<file path="src/rtl/pipe_hazard_ctrl.sv">
// Post-decode slot tracker: stall, bubble, flush and forwarding selects.
// Replaces the fixed EX/MEM/WB registers plus separate hazard/forward units.
module pipe_hazard_ctrl #(
  parameter int STAGES       = 4,
  parameter int REG_BITS     = 3,
  parameter int NSRC         = 2,
  parameter int CW           = 32,
  parameter int EARLY_STAGE  = 1,
  parameter int LATE_STAGE   = 2,
  parameter int FLUSH_STAGES = 2,
  parameter int CNTW         = 16
) (
  input  logic                             clk,
  input  logic                             rst_n,
  input  logic                             advance,
  input  logic                             id_valid,
  input  logic [CW-1:0]                    id_ctrl,
  input  logic [REG_BITS-1:0]              id_dest,
  input  logic                             id_we,
  input  logic                             id_late,
  input  logic [NSRC*REG_BITS-1:0]         id_src,
  input  logic [NSRC-1:0]                  id_src_used,
  input  logic                             flush_req,
  input  logic                             cnt_clear,
  output logic                             stall,
  output logic [NSRC*$clog2(STAGES)-1:0]   fwd_sel,
  output logic [STAGES-1:0]                stg_valid,
  output logic [STAGES*CW-1:0]             stg_ctrl,
  output logic [STAGES*REG_BITS-1:0]       stg_dest,
  output logic [STAGES-1:0]                stg_we,
  output logic [CNTW-1:0]                  stall_cycles
);

  localparam int SW = $clog2(STAGES);

  logic [STAGES-1:0]                v_q, v_d;
  logic [STAGES-1:0]                we_q, we_d;
  logic [STAGES-1:0]                late_q, late_d;
  logic [STAGES-1:0][CW-1:0]        ctrl_q, ctrl_d;
  logic [STAGES-1:0][REG_BITS-1:0]  dest_q, dest_d;
  logic [NSRC-1:0][REG_BITS-1:0]    src_q, src_d;
  logic [NSRC-1:0]                  used_q, used_d;
  logic [CNTW-1:0]                  cnt_q, cnt_d;

  logic                             stall_c;
  logic                             hz;
  logic [NSRC-1:0][SW-1:0]          fwd_c;

  // Scan oldest to youngest so the youngest matching producer decides.
  always_comb begin
    stall_c = 1'b0;
    hz      = 1'b0;
    for (int j = 0; j < NSRC; j++) begin
      hz = 1'b0;
      for (int s = STAGES - 1; s >= 0; s--) begin
        if (v_q[s] && we_q[s] &&
            dest_q[s] == id_src[j*REG_BITS +: REG_BITS]) begin
          hz = late_q[s] ? (s + 1 < LATE_STAGE)
                         : (s + 1 < EARLY_STAGE);
        end
      end
      if (id_src_used[j] && hz) stall_c = 1'b1;
    end
    stall_c = stall_c & id_valid & ~flush_req;
  end

  always_comb begin
    fwd_c = '0;
    for (int j = 0; j < NSRC; j++) begin
      for (int k = STAGES - 1; k >= 1; k--) begin
        if (used_q[j] && v_q[k] && we_q[k] &&
            dest_q[k] == src_q[j]) begin
          fwd_c[j] = SW'(k);
        end
      end
    end
  end

  always_comb begin
    v_d    = v_q;
    we_d   = we_q;
    late_d = late_q;
    ctrl_d = ctrl_q;
    dest_d = dest_q;
    src_d  = src_q;
    used_d = used_q;
    if (advance) begin
      for (int k = STAGES - 1; k >= 1; k--) begin
        if (flush_req && k < FLUSH_STAGES) begin
          v_d[k]    = 1'b0;
          we_d[k]   = 1'b0;
          late_d[k] = 1'b0;
          ctrl_d[k] = '0;
          dest_d[k] = '0;
        end else begin
          v_d[k]    = v_q[k-1];
          we_d[k]   = we_q[k-1];
          late_d[k] = late_q[k-1];
          ctrl_d[k] = ctrl_q[k-1];
          dest_d[k] = dest_q[k-1];
        end
      end
      if (flush_req || stall_c) begin
        v_d[0]    = 1'b0;
        we_d[0]   = 1'b0;
        late_d[0] = 1'b0;
        ctrl_d[0] = '0;
        dest_d[0] = '0;
        src_d     = '0;
        used_d    = '0;
      end else begin
        v_d[0]    = id_valid;
        we_d[0]   = id_we & id_valid;
        late_d[0] = id_late & id_valid;
        ctrl_d[0] = id_ctrl;
        dest_d[0] = id_dest;
        src_d     = id_src;
        used_d    = id_src_used & {NSRC{id_valid}};
      end
    end
  end

  always_comb begin
    cnt_d = cnt_q;
    if (cnt_clear) begin
      cnt_d = '0;
    end else if (advance && stall_c && !flush_req && cnt_q != '1) begin
      cnt_d = cnt_q + 1'b1;
    end
  end

  always_ff @(posedge clk or negedge rst_n) begin
    if (!rst_n) begin
      v_q    <= '0;
      we_q   <= '0;
      late_q <= '0;
      ctrl_q <= '0;
      dest_q <= '0;
      src_q  <= '0;
      used_q <= '0;
      cnt_q  <= '0;
    end else begin
      v_q    <= v_d;
      we_q   <= we_d;
      late_q <= late_d;
      ctrl_q <= ctrl_d;
      dest_q <= dest_d;
      src_q  <= src_d;
      used_q <= used_d;
      cnt_q  <= cnt_d;
    end
  end

  assign stall        = stall_c;
  assign fwd_sel      = fwd_c;
  assign stg_valid    = v_q;
  assign stg_we       = we_q & v_q;
  assign stg_ctrl     = ctrl_q;
  assign stg_dest     = dest_q;
  assign stall_cycles = cnt_q;

endmodule

</file>
<file path="config.mk">
export PLATFORM = sky130hd
export DESIGN_NAME = pipe_hazard_ctrl
export DESIGN_NICKNAME = d
export VERILOG_FILES = /design/src/rtl/pipe_hazard_ctrl.sv
export SDC_FILE = /design/constraint.sdc
export NUM_CORES = 1
export LEC_CHECK = 0
export ABC_AREA = 1
export CAP_MARGIN = 20
export CORE_ASPECT_RATIO = 1.1
export CORE_MARGIN = 5
export CORE_UTILIZATION = 28
export CTS_CLUSTER_SIZE = 12
export DETAILED_ROUTE_END_ITERATION = 8
export GPL_TIMING_DRIVEN = 0
export RECOVER_POWER = 50
export SYNTH_ARGS = -nofsm -noshare
export SYNTH_HDL_FRONTEND = slang
export SYNTH_SLANG_ARGS = --single-unit
</file>
<file path="constraint.sdc">
create_clock -name clk -period 2.5 [get_ports clk]
set_clock_uncertainty 0.15 [all_clocks]
set_input_delay 0.5 -clock clk [delete_from_list [all_inputs] [get_ports clk]]
set_output_delay 0.5 -clock clk [all_outputs]
set_load 0.05 [all_outputs]
</file>
-- Yosys cells after proc, flatten, opt, wreduce, memory -nomap -nowiden
Cells that the tools add are included.
- register bits: 173
- bits of input ports: 51
- output and inout port bits: 169
- logic and storage cells: 85
- add/sub/neg operators: 1
- equal/unequal tests: 9
- mux-type cells: 24
- bitwise gates (word level): 7
- reduce and logical (&&, ||, !) cells: 29
- operator list (kind ; count):
    32-bit two-way mux ; 2
    16-bit two-way mux ; 2
    1-bit logical AND ; 26
    3-bit == test ; 8
    16-bit by 1-bit adder with 16-bit output, second input constant ; 1
    16-bit != test, second input constant ; 1
    2-bit two-way mux ; 7
    1-bit two-way mux ; 10
    3-bit two-way mux ; 2
    6-bit two-way mux ; 1
    1-bit AND ; 4
    4-bit AND ; 1
    2-bit AND ; 1
    2-bit nonzero test ; 1
    1-bit zero test ; 1
    1-bit logical OR ; 1
    1-bit inverter ; 1

-- Depth between registers and ports, before layout
Gate-level depths: netlist of the first run.
- depth after elaboration: 13
- gate-level depth with buffers: 11
- gate-level depth less buffers: 11

-- Worst setup path after synthesis of the first run
Ideal clock, no wire load.
- path kind: register -> output
- start: register v_q[3], in the netlist stg_valid[3]
- end: output fwd_sel[1]
- arrival time: 2.359 ns
- required time: 1.850 ns
- path slack: -0.509 ns
- cell stages (with the launch flop): 5
- path buffers: 0
- path through: dfrtp_1 -> nand2_1 -> inv_1 -> nand3_1 -> a21boi_0
- word-level cells in the longest chain between the ends: 6
- ends and longest elaborated chain (item ; line ; RTL):
    start: declaration ; 36 ; logic [STAGES-1:0] v_q, v_d;
    start signal: assignment ; 143 ; v_q <= v_d;
    1-bit logical AND (3 in series) ; 71 ; if (used_q[j] && v_q[k] && we_q[k] &&
    2-bit two-way mux (3 in series) ; 71 ;
    end: declaration ; 26 ; output logic [NSRC*$clog2(STAGES)-1:0] fwd_sel,
Every way passes these cells.

-- Worst setup path in the final report of the first run
- start: input id_valid
- end: output stall
- word-level cells in the longest chain between the ends: 2
- ends and longest elaborated chain (item ; line ; RTL):
    start: declaration ; 16 ; input logic id_valid,
    1-bit AND (2 in series) ; 64 ; stall_c = stall_c & id_valid & ~flush_req;
    end: declaration ; 25 ; output logic stall,
Every way passes these cells.

==> reports/metrics.csv, run 1 <==
stage,metric,value,unit
routing,total number of vias,6500,
final_layout,post-route design area,10700,sq um
final_layout,Area Overhead vs Synth,44.6,%
run_status,outcome,completed,
timing,worst-margin pin slew,1120,ps
routing,drt drc,0,
cts,CTS Buf Count,17,
timing,max frequency,0.404,GHz
place,PortBufs,218,
place,Final HPWL DP,18200,microns
cts,root buffer cell,clkbuf_16,
power_and_ir_drop,Internal,0.00488,W
final_layout,post-layout util,41.0,%
place,RePlAce Congestion,0.874,
cts,"Reg clk slew, reported paths",70,ps
floorplan,I/O pin cnt,220,
floorplan,die area,29800,sq um
job,Max-Cap Viols,0,
setup_path,crit path max fanout,4,
synthesis,Mapped Cells,848,
synthesis,synth warn,0,
synthesis,post-synth top area share,58.6,%
synthesis,top post-synthesis cells by area,"dfrtp_1 59%, nand2_1 12%, o21ai_0 5.8%",
synthesis,syn_area_per_cell,8.72,sq um
floorplan,Die W,165,microns
final_layout,fin cells,1455,
power_and_ir_drop,clock network fraction of design power,35.4,%
global_routing,All-Layer GR Usage,16.6,%
global_routing,initial antenna violation count,1,
cts,later-pin clock latency in the skew report,430,ps
global_routing,GR Overflow Total,0,
routing,WL/cell,16.8,microns
cts,clock sinks,173,
setup_path,CP Launch Type,primary input,
power_and_ir_drop,Switching Share,35.2,%
timing,# setup viols final,0,
power_and_ir_drop,maximum vdd drop,0.000428,V
routing,post-route ant nets,0,
floorplan,row cnt,62,
final_layout,layout cells sized above 1,7.34,%
global_routing,vias in the first global route,6665,
synthesis,"flops & latches, synth",173,
place,Placed Area,10100,sq um
global_routing,largest net degree at the start of global routing,119,
cts,CTS tree,built,
synthesis,Yosys top cell by area,dfrtp_1,
synthesis,Synthesized Nets,900,
power_and_ir_drop,sw power,0.00265,W
synthesis,mapped cell area,7390,sq um
routing,Routed WL,24400,microns
timing,RSZ-0062 raised after global routing,true,
setup_path,Worst EP required,1850,ps
setup_path,CP Capture Type,output port,
floorplan,Starting Density,28.4,%
final_layout,"commonest non-fill, non-tap cell in the layout",nand2_1,
cts,Longest Clk Path Bufs,2,
routing,1st-iter DRT viols,330,
timing,final slew viol count,0,
power_and_ir_drop,Power Dens Cells,704,nW/um^2
synthesis,Synth async-reset ratio,100,%
final_layout,Final nets,1142,
setup_path,Setup CP Type,primary input to output port,
power_and_ir_drop,part of the power in combinational logic,22.6,%
setup_path,worst path arrival time,1820,ps
timing,post-route minimum period,2470,ps
synthesis,count of unique library cells instantiated by Yosys,27,
power_and_ir_drop,sequential power share,42.0,%
floorplan,Die Ht,180,microns
final_layout,most frequent cells in the layout,"240 x nand2_1, 199 x clkdlybuf4s50_1, 169 x dfrtp_1",
min_path,worst min path class,primary input to flip-flop,
synthesis,primary flip-flop cell chosen by synthesis mapping,dfrtp_1,
timing,Final Hold Viols,0,
synthesis,sequential fraction of the synthesis area,58.6,%
place,dpl cells,1419,
timing,Min Hold Slack,225,ps
floorplan,Core Area,26100,sq um
timing,normalized max-slew margin,25.4,%
routing,DR pass1 iterations,4,
final_layout,Inserted Diodes,0,
cts,CTS H-tree lvls,4,
timing,total negative slack,0,ps
timing,final period utilization,99.0,%
global_routing,first-pass GRT wire length,38300,microns
synthesis,Post-synth EDFFs,0,
power_and_ir_drop,Leakage,4.89,nW
routing,vias per cell,4.47,
==> path summary, 6_finish.rpt <==
path,start,to,slack [ps],cells after the start
max,id_valid,stall,30,7
min,id_src[0],src_q[0],230,3
max reg2reg,stall_cycles[0],stall_cycles[10],540,9
min reg2reg,stg_ctrl[123],stg_ctrl[123],320,2
max in group asynchronous,rst_n,stg_ctrl[93],350,3
min in group asynchronous,rst_n,stg_ctrl[25],420,2
==> critical path: stages <==
cell and delay [ps]:
clkdlybuf4s50_1 570, nand2_1 120, nor2_4 150, nand2_4 90, buf_8 130, nor2_4 110
buf_8 160
==> logic make-up after synthesis <==
family,synth area share (%)
xor+xnor,2.37
compound gates,9.12
flops,58.6
buf+inv,8.01
simple gates,21.8
fa+ha+maj,0.169
==> what timing repair did <==
action / 4_1_cts / 5_1_grt
endpoints found under the hold margin: 55 / 0
endpoints found under the setup margin: 8 / 8
setup buffers: 2 / 1
gates resized for setup: 44 / 12
pin swaps: 2 / 5
hold buffers: 1 / 0
==> synthesized netlist by cell type, drive strengths merged, types with 7 or more instances <==
master	n
nand4	12
nor3	7
xnor2	7
nor2	44
nand2	254
inv	107
dfrtp	173
xor2	13
o22ai	35
buf	16
o21ai	88
clkbuf	25
nand3	62
==> power groups by stage <==
stage / sequential [W] / clock, W / combinational [W]
final: 0.00316 / 0.00267 / 0.00170
after global routing: 0.00319 / 0.00286 / 0.00181
after CTS: 0.00316 / 0.00272 / 0.00173
after detailed placement: 0.00322 / 0 / 0.00172
after global placement: 0.00321 / 0 / 0.00171
after floorplan: 0.00388 / 0 / 0.000331
==> per-layer routing <==
| layer | global-route usage, % | wire, microns |
|---|---|---|
| met1 | 20.7 | 10300 |
| met2 | 27.9 | 12000 |
| met3 | 4.19 | 1520 |
| met4 | 5.46 | 590 |
| met5 | 0 | 20 |
==> metrics by stage <==
| stage | total power (W) | setup slack (ps) |
|---|---|---|
| after floorplan | 0.00421 | 89.0 |
| after global placement | 0.00492 | -6770 |
| after detailed placement | 0.00494 | -983 |
| after CTS | 0.00761 | -2.52 |
| after global routing | 0.00786 | -54.4 |
| final | 0.00753 | 25.3 |
==> flip-flops by register name, summed over array words and instances (netlist names) <==
name          count
used_q            2
stg_dest         12
stg_ctrl        128
stall_cycles     16
we_q              4
stg_valid         4
late_q            1
src_q             6
==> layout make-up <==
cell class | instances | area [sq um]
clock buffer | 17 | 425
buffer | 41 | 189
inverter | 109 | 409
clock inverter | 15 | 164
multi-input combinational | 525 | 2500
tap | 352 | 440
fill | 2675 | 15400
timing repair buffer | 223 | 2220
sequential | 173 | 4330
No activity file was read; power rests on OpenSTA's default activity.
==> run 2: changes to the inputs <==
clock period = 2.9 ns   (was 2.5 ns; I/O delays follow)
==> reports/metrics.csv, run 2 (synthesis results as in run 1) <==
stage,metric,value,unit,change
final_layout,post-route design area,10600,sq um,-0.63%
routing,total number of vias,6476,,-0.37%
global_routing,first-pass GRT wire length,38200,microns,-0.36%
floorplan,Core Area,26100,sq um,unchanged
setup_path,Crit Reg-Reg Startpoint,stall_cycles[0],,
timing,final period utilization,96.2,%,
floorplan,I/O pin cnt,220,,unchanged
routing,Routed WL,24200,microns,-0.68%
timing,RSZ-0062 raised after global routing,true,,
cts,clock sinks,173,,unchanged
place,Placed Area,10000,sq um,about the same
cts,CTS Buf Count,17,,unchanged
setup_path,logic depth of the worst register-to-register path,9,,unchanged
cts,"Reg clk slew, reported paths",60,ps,about the same
cts,later-pin clock latency in the skew report,430,ps,about the same
floorplan,Starting Density,28.4,%,unchanged
min_path,worst hold stages,2,,-1
final_layout,Largest register FFs,128,,unchanged
setup_path,CP Capture Type,output port,,
setup_path,crit path max fanout,10,,+6
final_layout,"commonest non-fill, non-tap cell in the layout",nand2_1,,
floorplan,die area,29800,sq um,unchanged
routing,1st-iter DRT viols,345,,+4.5%
final_layout,layout cells sized above 1,5.64,%,-1.7 points
final_layout,most frequent cells in the layout,"241 x nand2_1, 211 x clkdlybuf4s50_1, 173 x dfrtp_1",,
timing,post-route minimum period,2790,ps,
cts,CTS tree,built,,
cts,Longest Clk Path Bufs,2,,unchanged
timing,Final Hold Viols,0,,unchanged
routing,DR pass1 iterations,4,,unchanged
global_routing,All-Layer GR Usage,16.5,%,-0.035 points
global_routing,initial antenna violation count,3,,+2
routing,drt drc,0,,unchanged
run_status,outcome,completed,,
min_path,Worst Min Path Start,stg_ctrl[122],,
setup_path,reg-to-reg endpoint,stall_cycles[13],,
routing,post-route ant nets,0,,unchanged
final_layout,post-layout util,40.7,%,-0.26 points
setup_path,CP Launch Type,primary input,,
power_and_ir_drop,Leakage,4.79,nW,-2.1%
timing,final slew viol count,0,,unchanged
timing,worst-margin pin slew,1490,ps,+367 ps
routing,WL/cell,16.7,microns,-0.62%
floorplan,Die W,165,microns,unchanged
power_and_ir_drop,Power Dens Cells,609,nW/um^2,-14%
routing,vias per cell,4.45,,-0.30%
final_layout,fillers,2715,,+1.5%
timing,# setup viols final,0,,unchanged
power_and_ir_drop,maximum vdd drop,0.000328,V,-23%
setup_path,worst path arrival time,2060,ps,+240 ps
cts,Post-CTS Setup Inserts,0,,-2
min_path,WHS Endpoint,stg_ctrl[122],,
final_layout,Final nets,1139,,-0.26%
global_routing,vias in the first global route,6718,,+0.80%
floorplan,row cnt,62,,unchanged
cts,CTS H-tree lvls,4,,unchanged
place,RePlAce Congestion,0.868,,-0.63%
place,Final HPWL DP,18100,microns,-0.43%
global_routing,GR Overflow Total,0,,unchanged
min_path,worst min path class,flip-flop to flip-flop,,
job,Max-Cap Viols,0,,unchanged
floorplan,Die Ht,180,microns,unchanged
setup_path,Worst EP required,2170,ps,+320 ps
final_layout,Area Overhead vs Synth,43.7,%,
place,PortBufs,218,,unchanged
timing,normalized max-slew margin,0.956,%,-24 points
global_routing,largest net degree at the start of global routing,119,,unchanged
setup_path,r2r setup slk,690,ps,+150 ps
timing,max frequency,0.358,GHz,
cts,root buffer cell,clkbuf_16,,
setup_path,Setup CP Type,primary input to output port,,
## run 2: critical path, stage by stage
cell and delay (ps):
clkdlybuf4s50_1 490, inv_1 60, nand2_1 60, nand2_1 50, nor2_1 100, nand2_1 60, nand2_2 100, nand2_2 110
buf_6 180, nor2_2 100, buf_6 170
## run 2: what timing repair did
item	in CTS	in global routing
endpoints found under the hold margin	55	0
resized for setup	13	5
endpoints found under the setup margin	5	3
hold buffers	1	0
cloned	0	0
## run 2: worst max-delay path by stage
| stage | startpoint | end | slack, ps | depth (start not counted) |
|---|---|---|---|---|
| 2_1_floorplan | stg_valid[3] | fwd_sel[1] | 190 | 4 |
| 3_3_place_gp | rst_n | stg_ctrl[64] | -6450 | 1 |
| 3_5_place_dp | id_src[1] | stall | -720 | 11 |
| 4_1_cts | id_src[1] | stall | 10 | 11 |
| 5_1_grt | id_src[1] | stall | -40 | 11 |
| 6_report | id_src[1] | stall | 110 | 11 |
## run 2: area by class of cell
cell class                      instances  area [sq um]  area share [%]
Antenna cell                            2          5.00          0.0471
Inverter                              109           409            3.85
Sequential cell                       173          4330            40.8
Multi-Input combinational cell        525          2460            23.2
Clock inverter                         15           165            1.56
Buffer                                 41           184            1.73
Tap cell                              352           440            4.15
Timing Repair Buffer                  220          2200            20.7
Clock buffer                           17           425            4.01
## run 2: power breakdown
group / total [W] / switching (W) / internal (W)
clock: 0.00228 / 0.00112 / 0.00116
sequential: 0.00273 / 0.000137 / 0.00259
combinational: 0.00146 / 0.00101 / 0.000458
total: 0.00647 / 0.00226 / 0.00421
## run 2: per-layer routing
metal	vias up	GRT usage [%]	wire length (microns)
met5	-	0	13
met4	2	5.19	601
met3	32	4.00	1330
met2	181	27.7	11800
met1	3088	20.9	10500
li1	3173	-	-
## run 2: metrics by stage
step / instances / setup TNS, ps / hold WS (ps) / setup slack (ps) / power [W]
2_1_floorplan: 848 / 0 / 134 / 190 / 0.00363
3_3_place_gp: 1418 / -1113870 / 302 / -6450 / 0.00424
3_5_place_dp: 1419 / -720 / 307 / -720 / 0.00426
4_1_cts: 1452 / 0 / 323 / 14.2 / 0.00655
5_1_grt: 1454 / -40.6 / 341 / -40.6 / 0.00675
6_report: 1454 / 0 / 321 / 109 / 0.00647
